**src/rtl/stream_mux.sv**
```systemverilog
`default_nettype none
// ============================================================================
//  Module      : stream_mux
//  Description : Registered N-to-1 stream multiplexer with valid/ready
//                handshakes per input channel and on the output. Supports
//                addressed selection (channel chosen by addr) and fair
//                round-robin selection starting at a rotating pointer.
//  Revision    : 1.0 - initial release
// ============================================================================
module stream_mux #(
  parameter int WIDTH    = 8,
  parameter int CHANNELS = 4,
  parameter int ADDR_W   = 2
) (
  input  logic                      clk,
  input  logic                      reset,
  input  logic                      mode,
  input  logic [ADDR_W-1:0]         addr,
  input  logic [CHANNELS*WIDTH-1:0] in_data,
  input  logic [CHANNELS-1:0]       in_valid,
  output logic [CHANNELS-1:0]       in_ready,
  output logic [WIDTH-1:0]          out_data,
  output logic [ADDR_W-1:0]         out_chan,
  output logic                      out_valid,
  input  logic                      out_ready
);

  // Channel count widened by one bit so addr values >= CHANNELS compare cleanly.
  localparam logic [ADDR_W:0]   C_CHANNELS  = (ADDR_W+1)'(CHANNELS);
  localparam logic [ADDR_W-1:0] C_LAST_CHAN = ADDR_W'(CHANNELS-1);
  localparam logic [ADDR_W-1:0] C_ONE       = ADDR_W'(1);
  localparam logic              C_MODE_RR   = 1'b1;

  // Output register and round-robin pointer
  logic [WIDTH-1:0]  out_data_q,  out_data_d;
  logic [ADDR_W-1:0] out_chan_q,  out_chan_d;
  logic              out_valid_q, out_valid_d;
  logic [ADDR_W-1:0] ptr_q,       ptr_d;

  // Selection and handshake wires
  logic              w_load_en;
  logic [ADDR_W-1:0] w_addr_sel;
  logic              w_addr_ok;
  logic [ADDR_W-1:0] w_rr_hi_sel;
  logic              w_rr_hi_ok;
  logic [ADDR_W-1:0] w_rr_any_sel;
  logic              w_rr_any_ok;
  logic [ADDR_W-1:0] w_sel;
  logic              w_sel_ok;
  logic [WIDTH-1:0]  w_sel_data;
  logic              w_sel_valid;
  logic              w_in_xfer;

  // The output register may accept a new word when empty or draining this cycle.
  always_comb begin
    w_load_en = !out_valid_q || out_ready;
  end

  // Addressed selection: any out-of-range address simply selects nothing.
  always_comb begin
    w_addr_sel = addr;
    w_addr_ok  = ({1'b0, addr} < C_CHANNELS);
  end

  // Round-robin scan split in two priority passes: the lowest valid channel at
  // or above ptr wins; if none exists, the lowest valid channel overall (wrap).
  // Scanning downward lets the lowest index overwrite earlier hits.
  always_comb begin
    w_rr_hi_sel  = ptr_q;
    w_rr_hi_ok   = 1'b0;
    w_rr_any_sel = ptr_q;
    w_rr_any_ok  = 1'b0;
    for (int i = CHANNELS-1; i >= 0; i--) begin
      if (in_valid[i]) begin
        w_rr_any_sel = ADDR_W'(i);
        w_rr_any_ok  = 1'b1;
        if (ADDR_W'(i) >= ptr_q) begin
          w_rr_hi_sel = ADDR_W'(i);
          w_rr_hi_ok  = 1'b1;
        end
      end
    end
  end

  // Final channel choice according to the current mode.
  always_comb begin
    w_sel    = w_addr_sel;
    w_sel_ok = w_addr_ok;
    if (mode == C_MODE_RR) begin
      w_sel    = w_rr_hi_ok ? w_rr_hi_sel : w_rr_any_sel;
      w_sel_ok = w_rr_any_ok;
    end
  end

  // Pick the selected channel's data and valid; out-of-range selects give zeros.
  always_comb begin
    w_sel_data  = '0;
    w_sel_valid = 1'b0;
    for (int i = 0; i < CHANNELS; i++) begin
      if (w_sel == ADDR_W'(i)) begin
        w_sel_data  = in_data[i*WIDTH +: WIDTH];
        w_sel_valid = in_valid[i];
      end
    end
  end

  // One-hot ready toward the chosen channel, suppressed during reset.
  always_comb begin
    in_ready = '0;
    for (int i = 0; i < CHANNELS; i++) begin
      in_ready[i] = !reset && w_load_en && w_sel_ok && (w_sel == ADDR_W'(i));
    end
  end

  // Input transfer happens on the selected channel when both sides agree.
  always_comb begin
    w_in_xfer = !reset && w_load_en && w_sel_ok && w_sel_valid;
  end

  // Next-state for the output register and the round-robin pointer.
  always_comb begin
    out_data_d  = out_data_q;
    out_chan_d  = out_chan_q;
    out_valid_d = out_valid_q;
    ptr_d       = ptr_q;
    if (w_in_xfer) begin
      out_data_d  = w_sel_data;
      out_chan_d  = w_sel;
      out_valid_d = 1'b1;
      if (mode == C_MODE_RR) begin
        ptr_d = (w_sel == C_LAST_CHAN) ? '0 : w_sel + C_ONE;
      end
    end else if (out_valid_q && out_ready) begin
      out_valid_d = 1'b0;
    end
  end

  // State registers with synchronous reset; a held word is discarded on reset.
  always_ff @(posedge clk) begin
    if (reset) begin
      out_data_q  <= '0;
      out_chan_q  <= '0;
      out_valid_q <= 1'b0;
      ptr_q       <= '0;
    end else begin
      out_data_q  <= out_data_d;
      out_chan_q  <= out_chan_d;
      out_valid_q <= out_valid_d;
      ptr_q       <= ptr_d;
    end
  end

  assign out_data  = out_data_q;
  assign out_chan  = out_chan_q;
  assign out_valid = out_valid_q;

endmodule
`default_nettype wire

```
**config.mk**
```make
export PLATFORM = sky130hd
export DESIGN_NAME = stream_mux
export DESIGN_NICKNAME = d
export VERILOG_FILES = /design/src/rtl/stream_mux.sv
export SDC_FILE = /design/constraint.sdc
export NUM_CORES = 1
export LEC_CHECK = 0
export BUFFER_PORTS_ARGS = -buffer_cell sky130_fd_sc_hd__buf_2
export CAP_MARGIN = 10
export CORE_AREA = 2 2 51 53
export CTS_BUF_LIST = sky130_fd_sc_hd__clkbuf_8
export DETAILED_ROUTE_END_ITERATION = 10
export DIE_AREA = 0 0 53 55
export PLACE_DENSITY = 0.79
export SLEW_MARGIN = 25
export SYNTH_ARGS = -nofsm -noshare
export SYNTH_HDL_FRONTEND = slang
export SYNTH_SLANG_ARGS = --single-unit
export TNS_END_PERCENT = 5
```
**constraint.sdc**
```tcl
create_clock -name clk -period 3.28 [get_ports clk]
set_clock_uncertainty 0.15 [all_clocks]
set_input_delay 0.656 -clock clk [delete_from_list [all_inputs] [get_ports clk]]
set_output_delay 0.656 -clock clk [all_outputs]
set_load 0.02 [all_outputs]
```
After elaboration in Yosys (flattened, before gate mapping)
Cells that the tools add are included.
- register bits after elaboration: 13
- logic and storage cells: 64
- add/sub/neg operators: 1
- order comparisons: 4
- eq/ne operators: 3
- muxes and demuxes: 38
- reduce and logical (&&, ||, !) cells: 14
- operators by type and width (cell ; number):
    two-way mux 8 bit ; 4
    two-way mux 2 bit ; 15
    two-way mux 1 bit ; 19
    logical AND 1 bit ; 8
    == test 2 bit (second input constant) ; 2
    >= comparator 1 x 2 -> 1 bit (first input constant) ; 2
    >= comparator 2 bit (first input constant) ; 2
    adder 2 x 1 -> 2 bit (second input constant) ; 1
    == test 2 x 1 -> 1 bit (second input constant) ; 1
    logical NOT 1 bit ; 2
    logical NOT 2 bit ; 1
    AND reduction 2 bit ; 1
    nonzero test 2 bit ; 1
    logical OR 1 bit ; 1

Longest topological paths before layout
Gate-level depths: netlist (run 1).
- depth in word-level cells: 18
- mapped depth: 11
- mapped depth without buffers: 9

Least setup slack after synthesis (run 1)
Ideal clock, no wire load.
- path type: input-to-output
- from: in in_valid[3]
- to: out in_ready[2]
- arrival time: 2.199 ns
- required time: 2.474 ns
- setup slack: 0.275 ns
- cell stages on the path: 7
- path buffers: 2
- path through: o21bai_1 > a21o_1 > a41oi_1 > ha_1 > buf_4 > clkbuf_1 > and2_1
- word-level cells in the longest chain between the ends: 11
- elaborated cells between the ends (all ways): 28
- classes of those cells: eq/ne (1); mux (25); reduce/logical (2)
- RTL lines (what ; line ; text):
    start, declared ; 20 ; input logic [CHANNELS-1:0] in_valid,
    two-way mux 2 bit or two-way mux 1 bit (tied branches) ; 74 ; if (in_valid[i]) begin
    two-way mux 2 bit or two-way mux 1 bit (tied branches) ; 77 ; if (ADDR_W'(i) >= ptr_q) begin
    two-way mux 2 bit or two-way mux 1 bit (tied branches) ; 74 ;
    two-way mux 2 bit or two-way mux 1 bit (tied branches) ; 77 ;
    two-way mux 2 bit or two-way mux 1 bit (tied branches) ; 74 ;
    two-way mux 2 bit or two-way mux 1 bit (tied branches) ; 77 ;
    two-way mux 2 bit or two-way mux 1 bit (tied branches) ; 74 ;
    two-way mux 2 bit ; 90 ; w_sel = w_rr_hi_ok ? w_rr_hi_sel : w_rr_any_sel;
    two-way mux 2 bit ; 89 ; if (mode == C_MODE_RR) begin
    == test 2 bit ; 111 ; in_ready[i] = !reset && w_load_en && w_sel_ok && (w_sel == ADDR_W'(i));
    logical AND 1 bit * ; 111 ;
    end, declared ; 21 ; output logic [CHANNELS-1:0] in_ready,
Mark *: on every way between the ends. The rest lies on a longest branch, timed or not.

Final worst setup path (run 1)
Same ends and word-level chain as after synthesis.

==> results.toml, run 1 <==
[drt]
drt_iter0_markers = 29
wirelength_mm = 2.91
vias_per_cell = 5.37
via_count = 1219
post_drt_wl_per_cell_um = 12.8
final_antenna_net_count = 0
drt_first_pass_iters = 5
drcViolationCount = 0

[global_routing]
antenna_found_initial = 0
grt_usage_pct = 20.9
grt-busiest-layer = "met2"
grt_max_degree = 17
grt_overflow = 0
use_met1_pct = 28.6
grt_pass1_wl_mm = 4.54
use_met3_pct = 1.61
first_global_vias = 992
grtUsageMet2_pct = 34.4

[floorplanning]
rows = 18
dieArea_um2 = 2920
start_util_pct = 43.8
die_w_um = 53
die_y_um = 55
core_area_um2 = 2360
io_pins = 57

[synth]
synth_commonest_cells = "a21oi_1 (27), dfxtp_1 (13), inv_1 (12), a211oi_1 (10), o21ai_0 (10)"
syn_area_um2 = 1040
synth_top_area_share_pct = 25.1
synth_most_common_cell = "a21oi_1"
yosysWarningCount = 0
yosys-top-cells-area = "dfxtp_1 (25%), a21oi_1 (13%), a211oi_1 (7.2%)"
synth_edf_count = 0
synth-seq-cells = 13
synth-main-ff-cell = "dfxtp_1"
synth.distinct_cells = 34
seq_area_frac_synth_pct = 25.1
synthCells = 140
syn-num-nets = 186
syn_avg_cell_area_um2 = 7.40
synth_largest_area_cell = "dfxtp_1"
synthArstFlopShare_pct = 0

[hold_path]
hold_path.class = "flip-flop to flip-flop"

[pwr]
p_leak_nw = 0.688
power_per_cell_area_nw_per_um2 = 392
peakVddDrop_v = 0.000263

[timing]
finalCriticalPeriod_ns = 3.09
finalHoldViolations = 0
rsz0062_at_grt = "no"
tightest_slew_ns = 0.472
setup-violations-final = 0
maxSlewViolCount = 0
finalSetupTns_ns = 0
fin_ws_ns = 0.195
max_slew_margin_pct = 68.3
max_freq_ghz = 0.324
finalCritPeriodShare_pct = 94.1

[finish]
nets = 244
utilization_pct = 59.3
syn_to_final_growth_pct = 35.3
fin_cells = 227
design_area_um2 = 1400
fillers = 219
post_route_cells_drive_above_1_share_pct = 37.1
diodes = 0

[worst_setup_path]
cp.required_ns = 2.47
critical_path_class = "primary input to output pin"
start_kind = "primary input"
crit_path_end_kind = "output pin"
cp_max_fo = 7
arrival_ns = 2.28

[clock_tree]
cts_setup_buffers = 0
cts_htree_levels = 1
cts_tree = "done"
cts_root_buf = "clkbuf_8"
worstSkewPairLatency_ns = 0.23
clock-sinks = 13
clk_path_buf_depth = 2
cts_inserted_buffers = 3
cts_resized = 0
hold_buffers = 0
clk_pin_slew_ns = 0.05

[place]
dp_cells = 223
gp_congestion = 0.749
portBuffers = 56
dpl_cell_area_um2 = 1360
dp_worst_setup_slack_ns = 0.120
dp_hpwl_mm = 2.28

[run]
drv_cap = 0

[run_status]
status = "complete, no violations"
-- state kept, by name, summed over array words and instances, names as in the netlist --
signal,cells
out_data,8
out_valid,1
ptr_q,2
out_chan,2
-- kinds of logic (layout without fill, tap and decap cells) --
kind of cell | Yosys count | in the layout | share of synthesized area (%)
buffers and inverters | 23 | 80 | 9.90
AO/OA/AOI/OAI | 69 | 69 | 42.6
AND/OR/NAND/NOR | 31 | 31 | 17.5
flip-flops | 13 | 13 | 25.1
adder cells (fa/ha/maj) | 4 | 4 | 4.83
-- path summary, 6_finish.rpt --
path               start     endpoint  slack [ns]  cells past startpoint
min reg2reg  out_data[2]  out_data[2]        0.37                      2
min          out_data[2]  out_data[2]        0.37                      2
max          in_valid[3]  in_ready[2]        0.19                      8
max reg2reg     ptr_q[1]  out_data[3]        0.52                     10
-- power by group --
group / internal, mW / switching [mW] / leakage [nW]
registers: 0.176 / 0.0103 / 0.107
clock network: 0.0822 / 0.0507 / 0.0269
logic: 0.0984 / 0.133 / 0.555
-- layout by cell type, fill, tap and decap left out --
cell,n
buf_2,56
a21oi_1,27
inv_1,13
dfxtp_1,13
o21ai_0,10
a211oi_1,10
nor2b_1,9
a22oi_1,9
nand2_1,8
buf_4,8
and2_1,4
ha_1,4
clkbuf_8,3
nor2_1,2
o21ba_2,2
o21bai_1,2
a31oi_1,2
o221ai_1,1
nand2b_1,1
a21o_1,1
a41oi_1,1
nor4_1,1
nor4bb_1,1
and3b_1,1
a2111o_1,1
nor3_2,1
nand4_1,1
a31o_2,1
and3_1,1
and2_4,1
a311oi_1,1
a211oi_2,1
-- metrics by stage --
step,power (mW),hold WS (ns)
after floorplan,0.336,0.385
after detailed placement,0.415,0.363
after global placement,0.408,0.358
after CTS,0.549,0.368
final,0.550,0.368
after global routing,0.589,0.393
-- critical path, stage by stage --
cell and delay [ns]:
buf_2 0.13, o21bai_1 0.17, a21o_1 0.17, a41oi_1 0.40
ha_1 0.32, buf_4 0.17, and2_1 0.11, buf_2 0.16
-- layout make-up --
cell class,count,area (um^2),area share (%)
multi-input cells,104,673,48.0
inverters,12,45.0,3.21
clock buffers,3,41.3,2.95
well taps,30,37.5,2.68
clock inverters,1,3.75,0.268
repair buffers,64,340,24.3
flip-flops and latches,13,260,18.6
-- per-layer routing --
layer | routed length, um | share of wire [%]
met2 | 1440 | 49
met3 | 147 | 5.0
met1 | 1300 | 45
met5 | 0 | 0
met4 | 27 | 0.93
Power figures use the tool's default switching activity.
==> run 2: changes to the inputs <==
--- a/config.mk
+++ b/config.mk
@@ -5,8 +5,9 @@
 export SDC_FILE = /design/constraint.sdc
 export NUM_CORES = 1
 export LEC_CHECK = 0
+export ABC_AREA = 1
 export BUFFER_PORTS_ARGS = -buffer_cell sky130_fd_sc_hd__buf_2
-export CAP_MARGIN = 10
+export CAP_MARGIN = 25
 export CORE_AREA = 2 2 51 53
 export CTS_BUF_LIST = sky130_fd_sc_hd__clkbuf_8
 export DETAILED_ROUTE_END_ITERATION = 10
==> run 2 against run 1 <==
Compared with the run above:
- clock power rose by 4%
- area after synthesis fell by 0.12%
- sequential power barely moved
- routed wire length fell by 11%
- hold slack got worse by 0.043 ns
- setup slack improved by 0.13 ns
- first-iteration DRC count fell by 28%
- clock-buffer cell count did not move
- largest cell class unchanged
- critical path depth rose by 4
- critical path type unchanged
==> results.toml, run 2 <==
[global_routing]
antenna_found_initial = 0
grt_pass1_wl_mm = 4.27
grt_overflow = 0
grt_max_degree = 17
grt_usage_pct = 19.8
first_global_vias = 1128

[finish]
syn_to_final_growth_pct = 32.4
final_cell_mix = "buf_2 (56), nand2_1 (46), nor2_1 (30), o21ai_0 (23), inv_1 (18)"
diodes = 0
nets = 278
final_common_cell = "buf_2"
post_route_cells_drive_above_1_share_pct = 31.2
largest_reg_flops = 8
fillers = 259

[worst_setup_path]
critPathBufInv = 4
cp.required_ns = 2.47
critical_path_class = "primary input to output pin"
arrival_ns = 2.14
cpLargestDelayFamily = "simple AND/OR/NAND/NOR gates"
crit_path_end_kind = "output pin"
start_kind = "primary input"
cpPeakStageDelay_ns = 0.35
path_cells = "buf_2 > nand3_1 > nand2_1 > nor2_1 > o21ai_0 > nand2_1 > nand2_1 > inv_1 > ha_2 > inv_1 > nor2_1 > buf_2"
r2r_slack_ns = 0.78
r2r_cells = 17
cp_max_fo = 11
critPathSlowestCell = "ha_2"
cpMostUsedCell = "nand2_1"
cp.depth = 12

[timing]
finalSetupTns_ns = 0
setup-violations-final = 0
finalCritPeriodShare_pct = 90.0
tightest_slew_ns = 0.303
rsz0062_at_grt = "no"
finalCriticalPeriod_ns = 2.95
fin_hold_ws_ns = 0.325
maxSlewViolCount = 0
finalHoldViolations = 0
max_freq_ghz = 0.339
max_slew_margin_pct = 79.8

[synth]
synth-main-ff-cell = "dfxtp_1"
yosysWarningCount = 0
synth_most_common_cell = "nand2_1"
synth-seq-cells = 13
synth_top_area_share_pct = 25.2
seq_area_frac_synth_pct = 25.2
yosys-top-cells-area = "dfxtp_1 (25%), nand2_1 (17%), o21ai_0 (11%)"
synth_edf_count = 0
synth_largest_area_cell = "dfxtp_1"
syn_avg_cell_area_um2 = 5.91
syn-num-nets = 221
synth.distinct_cells = 21
syn_area_um2 = 1030
synth_commonest_cells = "nand2_1 (46), nor2_1 (30), o21ai_0 (23), inv_1 (17), a21oi_1 (14)"
synthCells = 175
synthArstFlopShare_pct = 0

[drt]
drcViolationCount = 0
vias_per_cell = 4.85
drt_first_pass_iters = 4
drt_iter0_markers = 21
via_count = 1267
final_antenna_net_count = 0
post_drt_wl_per_cell_um = 9.96
wirelength_mm = 2.60

[clock_tree]
cts_setup_buffers = 0
cts_inserted_buffers = 3
cts_root_buf = "clkbuf_8"
cts_tree = "done"
clk_pin_slew_ns = 0.05
clock-sinks = 13
clk_path_buf_depth = 2
cts_htree_levels = 1
worstSkewPairLatency_ns = 0.24

[floorplanning]
die_w_um = 53
io_pins = 57
rows = 18
core_area_um2 = 2360
dieArea_um2 = 2920
die_y_um = 55
start_util_pct = 43.8

[run_status]
status = "complete, no violations"

[pwr]
peakVddDrop_v = 0.000350
power_per_cell_area_nw_per_um2 = 407
p_leak_nw = 0.773

[place]
portBuffers = 56
gp_congestion = 0.817
dp_hpwl_mm = 2.10

[run]
drv_cap = 0

[hold_path]
hold_path.class = "flip-flop to flip-flop"
hold_depth = 2
## run 2: changes by cell type after synthesis, sizes merged, moves of 7 or more
cell,before,now
o21ai,10,29
inv,12,20
nand3,0,7
nand2,8,48
a22oi,9,0
nor2,2,33
a211oi,11,0
nor2b,9,0
a21oi,27,14
## run 2: timing repair
| action | 4_1_cts | 5_1_grt |
|---|---|---|
| endpoints found under the setup margin | 0 | 1 |
| gates resized for setup | 0 | 1 |
| endpoints found under the hold margin | 0 | 0 |
| hold buffers | 0 | 0 |
## run 2: area by class of cell
| cell class | instances | area [um^2] | area share (%) |
|---|---|---|---|
| well taps | 30 | 37.5 | 2.74 |
| multi-input cells | 136 | 654 | 47.8 |
| clock inverters | 1 | 3.75 | 0.274 |
| inverters | 20 | 77.6 | 5.66 |
| flip-flops and latches | 13 | 260 | 19.0 |
| repair buffers | 58 | 295 | 21.6 |
| clock buffers | 3 | 41.3 | 3.01 |
## run 2: power breakdown
part           leakage (nW)  switching (mW)  internal (mW)
combinational         0.639           0.144         0.0874
clock                0.0269          0.0552         0.0826
sequential            0.107          0.0100          0.179
total                 0.773           0.210          0.348
## run 2: final timing paths
kind,startpoint,endpoint
worst max register to register,ptr_q[1],out_data[3]
worst min-delay path,out_valid,out_valid
worst min register to register,out_valid,out_valid
worst max-delay path,in_valid[0],in_ready[1]
## run 2: kinds of logic (layout without fill, tap and decap cells)
family,Yosys count,after routing,synth area share (%)
AOI/OAI and AO/OA,43,43,20.8
adders and majority gates,4,4,4.84
buffers and inverters,26,82,11.9
DFF,13,13,25.2
and+or+nand+nor,89,89,37.4
## run 2: routing by layer
layer | part of all wire, % | up-vias | global-route usage, %
met5 | 0 | - | 0
met4 | 2.3 | 0 | 8.97
met3 | 7.7 | 9 | 4.57
met2 | 46 | 49 | 35.6
met1 | 44 | 541 | 22.5
li1 | - | 668 | -
## run 2: through the flow
| step | cells | area, um^2 | utilization (%) | power (mW) | worst slack [ns] |
|---|---|---|---|---|---|
| 2_1_floorplan | 175 | 1030 | - | 0.355 | 0.651 |
| 3_5_place_dp | 257 | 1320 | 55.9 | 0.424 | 0.155 |
| 4_1_cts | 261 | 1370 | 57.8 | 0.562 | 0.166 |
| 5_1_grt | 261 | 1370 | 57.9 | 0.603 | 0.123 |
| 6_report | 261 | 1370 | 57.9 | 0.558 | 0.329 |
| 3_3_place_gp | 257 | 1320 | 55.9 | 0.422 | 0.218 |
## run 2: worst reg2reg max path, delay by kind of cell, from the launching register on
| kind | cells | cell delay (ns) |
|---|---|---|
| AO/OA/AOI/OAI | 2 | 0.19 |
| adder cells (fa/ha/maj) | 1 | 0.35 |
| buffers and inverters | 4 | 0.43 |
| flip-flops | 1 | 0.36 |
| AND/OR/NAND/NOR | 10 | 0.96 |
